<file path="config.mk">
export PLATFORM = sky130hd
export DESIGN_NAME = alu_pipe
export DESIGN_NICKNAME = d
export VERILOG_FILES = /design/src/rtl/alu_pipe.sv
export SDC_FILE = /design/constraint.sdc
export NUM_CORES = 1
export LEC_CHECK = 0
export BUFFER_PORTS_ARGS = -buffer_cell sky130_fd_sc_hd__buf_2
export CAP_MARGIN = 20
export CORE_UTILIZATION = 62
export DETAILED_ROUTE_END_ITERATION = 6
export GPL_TIMING_DRIVEN = 0
export PLACE_DENSITY = 0.83
export SLEW_MARGIN = 20
export SYNTH_ARGS = -nofsm -noshare
export SYNTH_HDL_FRONTEND = slang
export SYNTH_SLANG_ARGS = --single-unit
</file>
<file path="constraint.sdc">
create_clock -name clk -period 2.35 [get_ports clk]
set_input_delay 0.235 -clock clk [delete_from_list [all_inputs] [get_ports clk]]
set_output_delay 0.235 -clock clk [all_outputs]
set_load 0.02 [all_outputs]
</file>
<file path="src/rtl/alu_pipe.sv">
// alu_pipe -- execute-stage integer ALU with a registered, handshaked result.
//
// Base RV32I/RV64I register-register ops complete in one cycle. Defining the
// macro ALU_PIPE_MULDIV_EN adds an iterative M-extension unit (shift-add
// multiply, restoring divide, XLEN steps per op). Without it, muldiv is
// ignored and the op runs as the base op named by function_select.
//
// Ports:
//   clk, reset (async, active-high), flush (sync abort, highest priority)
//   in_valid / in_ready       : operation handshake
//   input_a, input_b          : operands
//   function_select           : funct3
//   function_modifier         : funct7[5] (SUB / SRA / ANDN)
//   muldiv                    : M-extension op (funct7 == 1)
//   out_valid / out_ready     : result handshake
//   result                    : registered result
module alu_pipe #(
  parameter int XLEN = 32,
  parameter int SHW  = $clog2(XLEN)
) (
  input  logic            clk,
  input  logic            reset,
  input  logic            flush,
  input  logic            in_valid,
  output logic            in_ready,
  input  logic [XLEN-1:0] input_a,
  input  logic [XLEN-1:0] input_b,
  input  logic [2:0]      function_select,
  input  logic            function_modifier,
  input  logic            muldiv,
  output logic            out_valid,
  input  logic            out_ready,
  output logic [XLEN-1:0] result
);

  logic            load_en;      // output register may take a new value
  logic            accept;
  logic            base_accept;
  logic            md_load;      // M-unit result written this edge
  logic [XLEN-1:0] base_res;
  logic [XLEN-1:0] md_res;
  logic [XLEN-1:0] result_reg;
  logic            out_valid_reg;

  assign load_en   = !out_valid_reg || out_ready;
  assign accept    = in_valid && in_ready && !flush;
  assign out_valid = out_valid_reg;
  assign result    = result_reg;

  always_comb begin
    base_res = '0;
    case (function_select)
      3'b000: begin
        if (function_modifier) base_res = input_a - input_b;
        else                   base_res = input_a + input_b;
      end
      3'b001: base_res = input_a << input_b[SHW-1:0];
      3'b010: base_res = {{(XLEN-1){1'b0}}, $signed(input_a) < $signed(input_b)};
      3'b011: base_res = {{(XLEN-1){1'b0}}, input_a < input_b};
      3'b100: base_res = input_a ^ input_b;
      3'b101: begin
        // keep the arithmetic shift in its own statement so the signed
        // operand is not turned unsigned by a mixed-sign expression
        if (function_modifier) base_res = $unsigned($signed(input_a) >>> input_b[SHW-1:0]);
        else                   base_res = input_a >> input_b[SHW-1:0];
      end
      3'b110: base_res = input_a | input_b;
      default: begin
        if (function_modifier) base_res = ~input_a & input_b;
        else                   base_res = input_a & input_b;
      end
    endcase
  end

  // Output register: flush drops the valid flag but leaves the data alone.
  always_ff @(posedge clk or posedge reset) begin
    if (reset) begin
      result_reg    <= '0;
      out_valid_reg <= 1'b0;
    end else if (flush) begin
      out_valid_reg <= 1'b0;
    end else if (base_accept) begin
      result_reg    <= base_res;
      out_valid_reg <= 1'b1;
    end else if (md_load) begin
      result_reg    <= md_res;
      out_valid_reg <= 1'b1;
    end else if (out_ready) begin
      out_valid_reg <= 1'b0;
    end
  end

`ifdef ALU_PIPE_MULDIV_EN
  typedef enum logic [1:0] {IDLE, BUSY, DONE} state_t;

  state_t            state, state_next;
  logic [SHW-1:0]    count;
  // acc = {hi, lo}. Multiply: hi accumulates, lo holds the shifting multiplier.
  // Divide: hi is the partial remainder, lo shifts dividend out / quotient in.
  logic [2*XLEN-1:0] acc;
  logic [2*XLEN-1:0] acc_step;
  logic [2*XLEN-1:0] prod_fix;
  logic [XLEN-1:0]   b_mag;
  logic [2:0]        op;
  logic              neg;        // final result must be negated
  logic              b_zero;
  logic              md_accept;
  logic              a_neg, b_neg, neg_in;
  logic [XLEN-1:0]   a_mag_in, b_mag_in;
  logic [XLEN:0]     mul_sum, div_shift;
  logic [XLEN-1:0]   hi, lo;

  assign in_ready    = (state == IDLE) && load_en;
  assign base_accept = accept && !muldiv;
  assign md_accept   = accept && muldiv;
  assign md_load     = (state == DONE) && load_en;

  // Operand signedness: mulh/div/rem treat both signed, mulhsu only A.
  always_comb begin
    a_neg = 1'b0;
    b_neg = 1'b0;
    case (function_select)
      3'b001, 3'b100, 3'b110: begin
        a_neg = input_a[XLEN-1];
        b_neg = input_b[XLEN-1];
      end
      3'b010:  a_neg = input_a[XLEN-1];
      default: ;
    endcase
  end

  // Remainder takes the dividend's sign; products and quotients the xor.
  assign neg_in   = (function_select == 3'b110) ? a_neg : (a_neg ^ b_neg);
  assign a_mag_in = a_neg ? -input_a : input_a;
  assign b_mag_in = b_neg ? -input_b : input_b;

  assign hi        = acc[2*XLEN-1:XLEN];
  assign lo        = acc[XLEN-1:0];
  assign mul_sum   = {1'b0, hi} + (acc[0] ? {1'b0, b_mag} : {(XLEN+1){1'b0}});
  assign div_shift = {hi, lo[XLEN-1]};

  always_comb begin
    acc_step = {mul_sum, lo[XLEN-1:1]};
    if (op[2]) begin
      if (div_shift >= {1'b0, b_mag}) acc_step = {div_shift[XLEN-1:0] - b_mag, lo[XLEN-2:0], 1'b1};
      else                            acc_step = {div_shift[XLEN-1:0], lo[XLEN-2:0], 1'b0};
    end
  end

  always_ff @(posedge clk or posedge reset) begin
    if (reset) state <= IDLE;
    else       state <= state_next;
  end

  always_comb begin
    state_next = state;
    if (flush) begin
      state_next = IDLE;
    end else begin
      case (state)
        IDLE:    if (md_accept) state_next = BUSY;
        BUSY:    if (count == '0) state_next = DONE;
        DONE:    if (load_en) state_next = IDLE;
        default: state_next = IDLE;
      endcase
    end
  end

  always_ff @(posedge clk or posedge reset) begin
    if (reset) begin
      acc    <= '0;
      b_mag  <= '0;
      op     <= '0;
      neg    <= 1'b0;
      b_zero <= 1'b0;
      count  <= '0;
    end else if (md_accept) begin
      acc    <= {{XLEN{1'b0}}, a_mag_in};
      b_mag  <= b_mag_in;
      op     <= function_select;
      neg    <= neg_in;
      b_zero <= (input_b == '0);
      count  <= SHW'(XLEN - 1);
    end else if (state == BUSY) begin
      acc   <= acc_step;
      count <= count - SHW'(1);
    end
  end

  // Sign correction. Divide by zero yields an all-ones quotient regardless of
  // sign; the remainder naturally ends up equal to the dividend.
  assign prod_fix = neg ? -acc : acc;

  always_comb begin
    md_res = lo;
    case (op)
      3'b001, 3'b010, 3'b011: md_res = prod_fix[2*XLEN-1:XLEN];
      3'b100, 3'b101:         md_res = b_zero ? {XLEN{1'b1}} : (neg ? -lo : lo);
      3'b110, 3'b111:         md_res = neg ? -hi : hi;
      default:                md_res = lo;
    endcase
  end
`else
  logic unused_muldiv;
  assign unused_muldiv = muldiv;
  assign in_ready      = load_en;
  assign base_accept   = accept;
  assign md_load       = 1'b0;
  assign md_res        = '0;
`endif

endmodule
</file>
==> results_tabular.tex, run 1 <==
\begin{tabular}{lr}
\hline
Metric & Value \\
\hline
\multicolumn{2}{l}{\textbf{Outcome}} \\
Outcome & stopped before the end \\
Halt Stage & global routing \\
First error message & [ERROR GRT-0116] Global routing finished with congestion. Check the congestion regions in the DRC Viewer. \\
\multicolumn{2}{l}{\textbf{Synthesis}} \\
Largest cells by area after synthesis & ha\_1 12\%, dfrtp\_1 8.0\%, a21oi\_1 7.9\% \\
Mapped Cells & 1491 \\
Top-area cell type share of the netlist area & 12.3\% \\
Mean post-synth cell area & 6.90 sq um \\
Seq cells post-synth & 33 \\
Number of synthesized flops with an enable pin & 0 \\
FFs w/ async S/R, synth & 100\% \\
Cell with the most instances after synthesis & a21oi\_1 \\
Post-synth cell types & 83 \\
Synth warn & 0 \\
Synthesized net count & 1668 \\
Cell type with the largest total area after synthesis & ha\_1 \\
Top cells by instance count after synthesis & 163 x a21oi\_1, 161 x nor2\_1, 125 x nand2\_1, 109 x o21ai\_0, 104 x inv\_1 \\
Main flop type after synthesis & dfrtp\_1 \\
Cell area after synthesis & 10300 sq um \\
Seq/Total Area, Yosys & 8.03\% \\
\multicolumn{2}{l}{\textbf{Die}} \\
Cell Rows & 46 \\
Number of top-level pins & 108 \\
Initial standard-cell utilization of the core & 64.0\% \\
Die height & 131 um \\
Die X & 131 um \\
\multicolumn{2}{l}{\textbf{Place}} \\
Post-DP Area & 11300 sq um \\
Routability Congestion & 1.28 \\
Worst slack, placed & -1780 ps \\
Detail Placement HPWL & 40800 um \\
IO Port Bufs & 104 \\
Placed cell count & 1811 \\
\multicolumn{2}{l}{\textbf{Clock tree}} \\
Number of buffers added by the clock tree synthesis step & 5 \\
Number of levels the H-tree was split into & 2 \\
Clk sinks & 33 \\
CTS Buffer Depth & 2 \\
Clk Tree Root Cell & clkbuf\_16 \\
\multicolumn{2}{l}{\textbf{Global routing}} \\
Number of global-route vias before repair & 15.7k \\
Pin count of the biggest net entering global routing & 34 \\
Global-route wire length before repair & 94700 um \\
Total global routing track utilization & 75.9\% \\
Overall overflow remaining after global route & 1 \\
\hline
\end{tabular}
-- repair_timing --
action | CTS
hold buffers | 0
endpoints found under the setup margin | 32
resized for setup | 248
pin swaps | 65
setup buffers | 44
-- routing by layer --
metal  global-route usage (%)  overflow
met3                     62.3         0
met4                     70.4         1
met2                     89.5         0
met1                     78.2         0
met5                     41.5         0
-- cell families after synthesis --
logic type / after synthesis / share of synthesized area (%)
AND/OR/NAND/NOR: 450 / 19.8
adder cells (fa/ha/maj): 103 / 12.7
flip-flops: 33 / 8.03
multiplexers: 87 / 12.0
AO/OA/AOI/OAI: 534 / 33.9
buffers and inverters: 232 / 9.17
XOR/XNOR: 52 / 4.43
-- stage by stage --
step                      util (%)  setup TNS, ps  hold slack (ps)
after CTS                     79.2          -6240             89.6
after floorplan                  -          -5180              301
after detailed placement      70.5         -38160              398
after global placement        70.5         -37920              419
==> run 2, diff against run 1 <==
CORE_UTILIZATION = 40   (was 62)
PLACE_DENSITY = not set   (was 0.83)
PLACE_DENSITY_LB_ADDON = 0.15   (was not set)
==> results_tabular.tex, run 2 <==
\begin{tabular}{lr}
\hline
Metric & Value \\
\hline
\multicolumn{2}{l}{\textbf{Outcome}} \\
Outcome & complete, but fails checks \\
Failing checks & negative setup slack \\
\multicolumn{2}{l}{\textbf{Synthesis}} \\
Seq/Total Area, Yosys & 8.03\% (unchanged) \\
Cell with the most instances after synthesis & a21oi\_1 \\
Number of synthesized flops with an enable pin & 0 (unchanged) \\
Seq cells post-synth & 33 (unchanged) \\
Top cells by instance count after synthesis & 163 x a21oi\_1, 161 x nor2\_1, 125 x nand2\_1, 109 x o21ai\_0, 104 x inv\_1 \\
FFs w/ async S/R, synth & 100\% (unchanged) \\
Post-synth cell types & 83 (unchanged) \\
Top-area cell type share of the netlist area & 12.3\% (unchanged) \\
Synthesized net count & 1668 (unchanged) \\
Cell area after synthesis & 10300 sq um (unchanged) \\
Synth warn & 0 (unchanged) \\
Mapped Cells & 1491 (unchanged) \\
Mean post-synth cell area & 6.90 sq um (unchanged) \\
Cell type with the largest total area after synthesis & ha\_1 \\
Largest cells by area after synthesis & ha\_1 12\%, dfrtp\_1 8.0\%, a21oi\_1 7.9\% \\
Main flop type after synthesis & dfrtp\_1 \\
\multicolumn{2}{l}{\textbf{Timing}} \\
Pin slew with the least headroom to its limit & 1030 ps \\
Unrepaired setup endpoints after global routing & true \\
Fmax & 0.371 GHz \\
Max-slew violation total from the final report & 0 \\
Minimum period implied by the final worst setup slack & 2700 ps \\
Post-route worst setup slack & -347 ps \\
Hold Violations, Final & 0 \\
Clock tree skew after final layout & 6.80 ps \\
Worst hold slack after final layout & 122 ps \\
Slew Limit Headroom & 31.6\% \\
Final setup viols & 27 \\
Tcrit/Tclk final & 115\% \\
\multicolumn{2}{l}{\textbf{Place}} \\
Routability Congestion & 1.07 (-16\%) \\
Detail Placement HPWL & 48500 um (+19\%) \\
Post-DP Area & 11500 sq um (+1.5\%) \\
IO Port Bufs & 104 (unchanged) \\
\multicolumn{2}{l}{\textbf{Routing}} \\
Drt initial violations & 1880 \\
Number of vias after detailed routing & 13.9k \\
Drt first pass iters & 6 \\
Sum of routed wire length over all layers & 63700 um \\
DR vias/cell & 6.94 \\
DRC violations left & 0 \\
Detailed-route wire length per cell & 31.8 um \\
Number of antenna-violating nets in the routed design & 0 \\
\multicolumn{2}{l}{\textbf{Die}} \\
Initial standard-cell utilization of the core & 40.8\% (-23 points) \\
Area of the die & 26400 sq um \\
Area of the core & 25200 sq um \\
Die height & 162 um (+24\%) \\
Cell Rows & 58 (+26\%) \\
Number of top-level pins & 108 (unchanged) \\
Die X & 162 um (+24\%) \\
\multicolumn{2}{l}{\textbf{Global routing}} \\
Global-route wire length before repair & 90200 um \\
Pin count of the biggest net entering global routing & 30 \\
Overall overflow remaining after global route & 0 \\
Total global routing track utilization & 47.6\% \\
Initial antenna violation count & 2 \\
Number of global-route vias before repair & 13.0k \\
\multicolumn{2}{l}{\textbf{Clock tree}} \\
Clock Pin Slew Worst Setup and Hold Paths & 60 ps \\
Number of buffers added by the clock tree synthesis step & 5 (unchanged) \\
Worst-Skew Late Latency & 310 ps \\
Clk Tree Root Cell & clkbuf\_16 \\
CTS tree & done \\
Number of levels the H-tree was split into & 2 (unchanged) \\
CTS Buffer Depth & 2 (unchanged) \\
Clk sinks & 33 (unchanged) \\
\multicolumn{2}{l}{\textbf{Setup path}} \\
Largest fanout of any net on the critical path & 6 \\
Crit-path most repeated cell & buf\_4 \\
CP Cell Sequence & buf\_6 > inv\_2 > buf\_8 > buf\_12 > ha\_4 > or2\_4 > o211ai\_1 > buf\_4 > a31oi\_4 > a211oi\_4 > o311ai\_4 > buf\_4 > a21o\_1 > a21boi\_2 > o2111ai\_2 > a21oi\_1 \\
Worst Path Required & 2580 ps \\
Buffers plus inverters on the worst setup path & 6 \\
Stage delay of the slowest cell on the critical path & 390 ps \\
Critical path start-end classification & in2reg \\
Critical path launch point type & input pin \\
Crit. End Element & flip-flop \\
Critical path arrival & 2920 ps \\
Crit path max-delay cell type & a211oi\_4 \\
CP delay by family, top & compound AO/OA/AOI/OAI gates \\
\multicolumn{2}{l}{\textbf{Power and ir drop}} \\
Max IR drop VDD & 0.000298 V \\
Static power due to leakage & 5.83 nW \\
Total power per unit cell area & 381 nW/um\^{}2 \\
\multicolumn{2}{l}{\textbf{Cells and area}} \\
Post-layout util & 54.8\% \\
Final instance area & 13800 sq um \\
Nets@finish & 1850 \\
Share of layout cells above drive strength 1 & 30.8\% \\
Commonest non-fill, non-tap cell in the layout & nor2\_1 \\
Number of flip-flops in the largest register & 32 \\
Number of filler cells placed in the layout & 2380 \\
Highest-count cells in the layout ignoring fill and taps & 151 x nor2\_1, 137 x a21oi\_1, 123 x nand2\_1, 92 x buf\_4, 90 x o21ai\_0 \\
Synthesis-to-finish area growth & 34.3\% \\
\multicolumn{2}{l}{\textbf{Hold path}} \\
Worst Hold Class & in2reg \\
\multicolumn{2}{l}{\textbf{Flow run}} \\
Max capacitance violation total & 0 \\
\hline
\end{tabular}
run 2: cell counts after synthesis:
Identical to the previous run, type by type.
run 2: worst paths after layout:
check                                start         end  slack, ps  cells after the start
worst min register to register   result[2]   result[2]        500                      1
min in group asynchronous            reset  result[27]        370                      3
max in group asynchronous            reset   result[4]       1530                      4
worst max-delay path            input_b[3]   result[0]       -350                     16
worst max register to register   out_valid  result[16]       -130                     11
worst min-delay path                 flush   out_valid        120                      2
run 2: cells by family after synthesis:
| family | Yosys count | synth area share (%) |
|---|---|---|
| AOI/OAI and AO/OA | 534 | 33.9 |
| xor gates and xnor gates | 52 | 4.43 |
| adders and majority gates | 103 | 12.7 |
| buffers and inverters | 232 | 9.17 |
| DFF | 33 | 8.03 |
| muxes | 87 | 12.0 |
| and+or+nand+nor | 450 | 19.8 |
run 2: routing by layer:
metal  GRT usage [%]  up-vias  wire [um]
met3            10.9      330       7810
li1                -     5833          -
met4            32.3        0       5200
met5               0        -          0
met2            70.8     1163      26900
met1            61.0     6593      23800
run 2: worst register-to-register path, delay by kind of cell, from the launching register on:
kind	cells	cell delay, ps
buffers and inverters	3	490
flip-flops	1	370
AND/OR/NAND/NOR	2	470
AO/OA/AOI/OAI	6	1050
run 2: layout make-up:
cell class	count	area [sq um]	share of cell area, %
Multi-Input combinational cell	1226	9690	70.2
Sequential cell	33	826	5.98
Inverter	105	454	3.29
Buffer	113	907	6.57
Clock buffer	6	129	0.934
Tap cell	330	413	2.99
Clock inverter	2	10.0	0.0725
Antenna cell	1	2.50	0.0181
Timing Repair Buffer	189	1370	9.93
run 2: where the power goes:
| part | switching, mW | leakage [nW] | internal, mW |
|---|---|---|---|
| registers | 0.0873 | 0.383 | 0.680 |
| logic | 2.38 | 5.38 | 1.38 |
| clock network | 0.341 | 0.0706 | 0.392 |
run 2: through the flow:
stage	power, mW	TNS, ps	instances	worst slack, ps
after floorplan	2.62	-5180	1491	-416
after global placement	3.74	-37900	1925	-1700
after detailed placement	3.74	-37130	1926	-1640
after CTS	4.87	-6380	1979	-485
after global routing	5.40	-6170	2004	-395
final	5.26	-5070	2005	-347
run 2: what timing repair did:
| action | 4_1_cts | 5_1_grt |
|---|---|---|
| hold endpoints to repair | 4 | 0 |
| pin swaps | 77 | 83 |
| buffers inserted | 51 | 33 |
| gates resized for setup | 287 | 165 |
| cloned | 0 | 0 |
| setup endpoints to repair | 32 | 32 |
| hold buffers | 1 | 0 |
(Power assumes the default switching activity.)
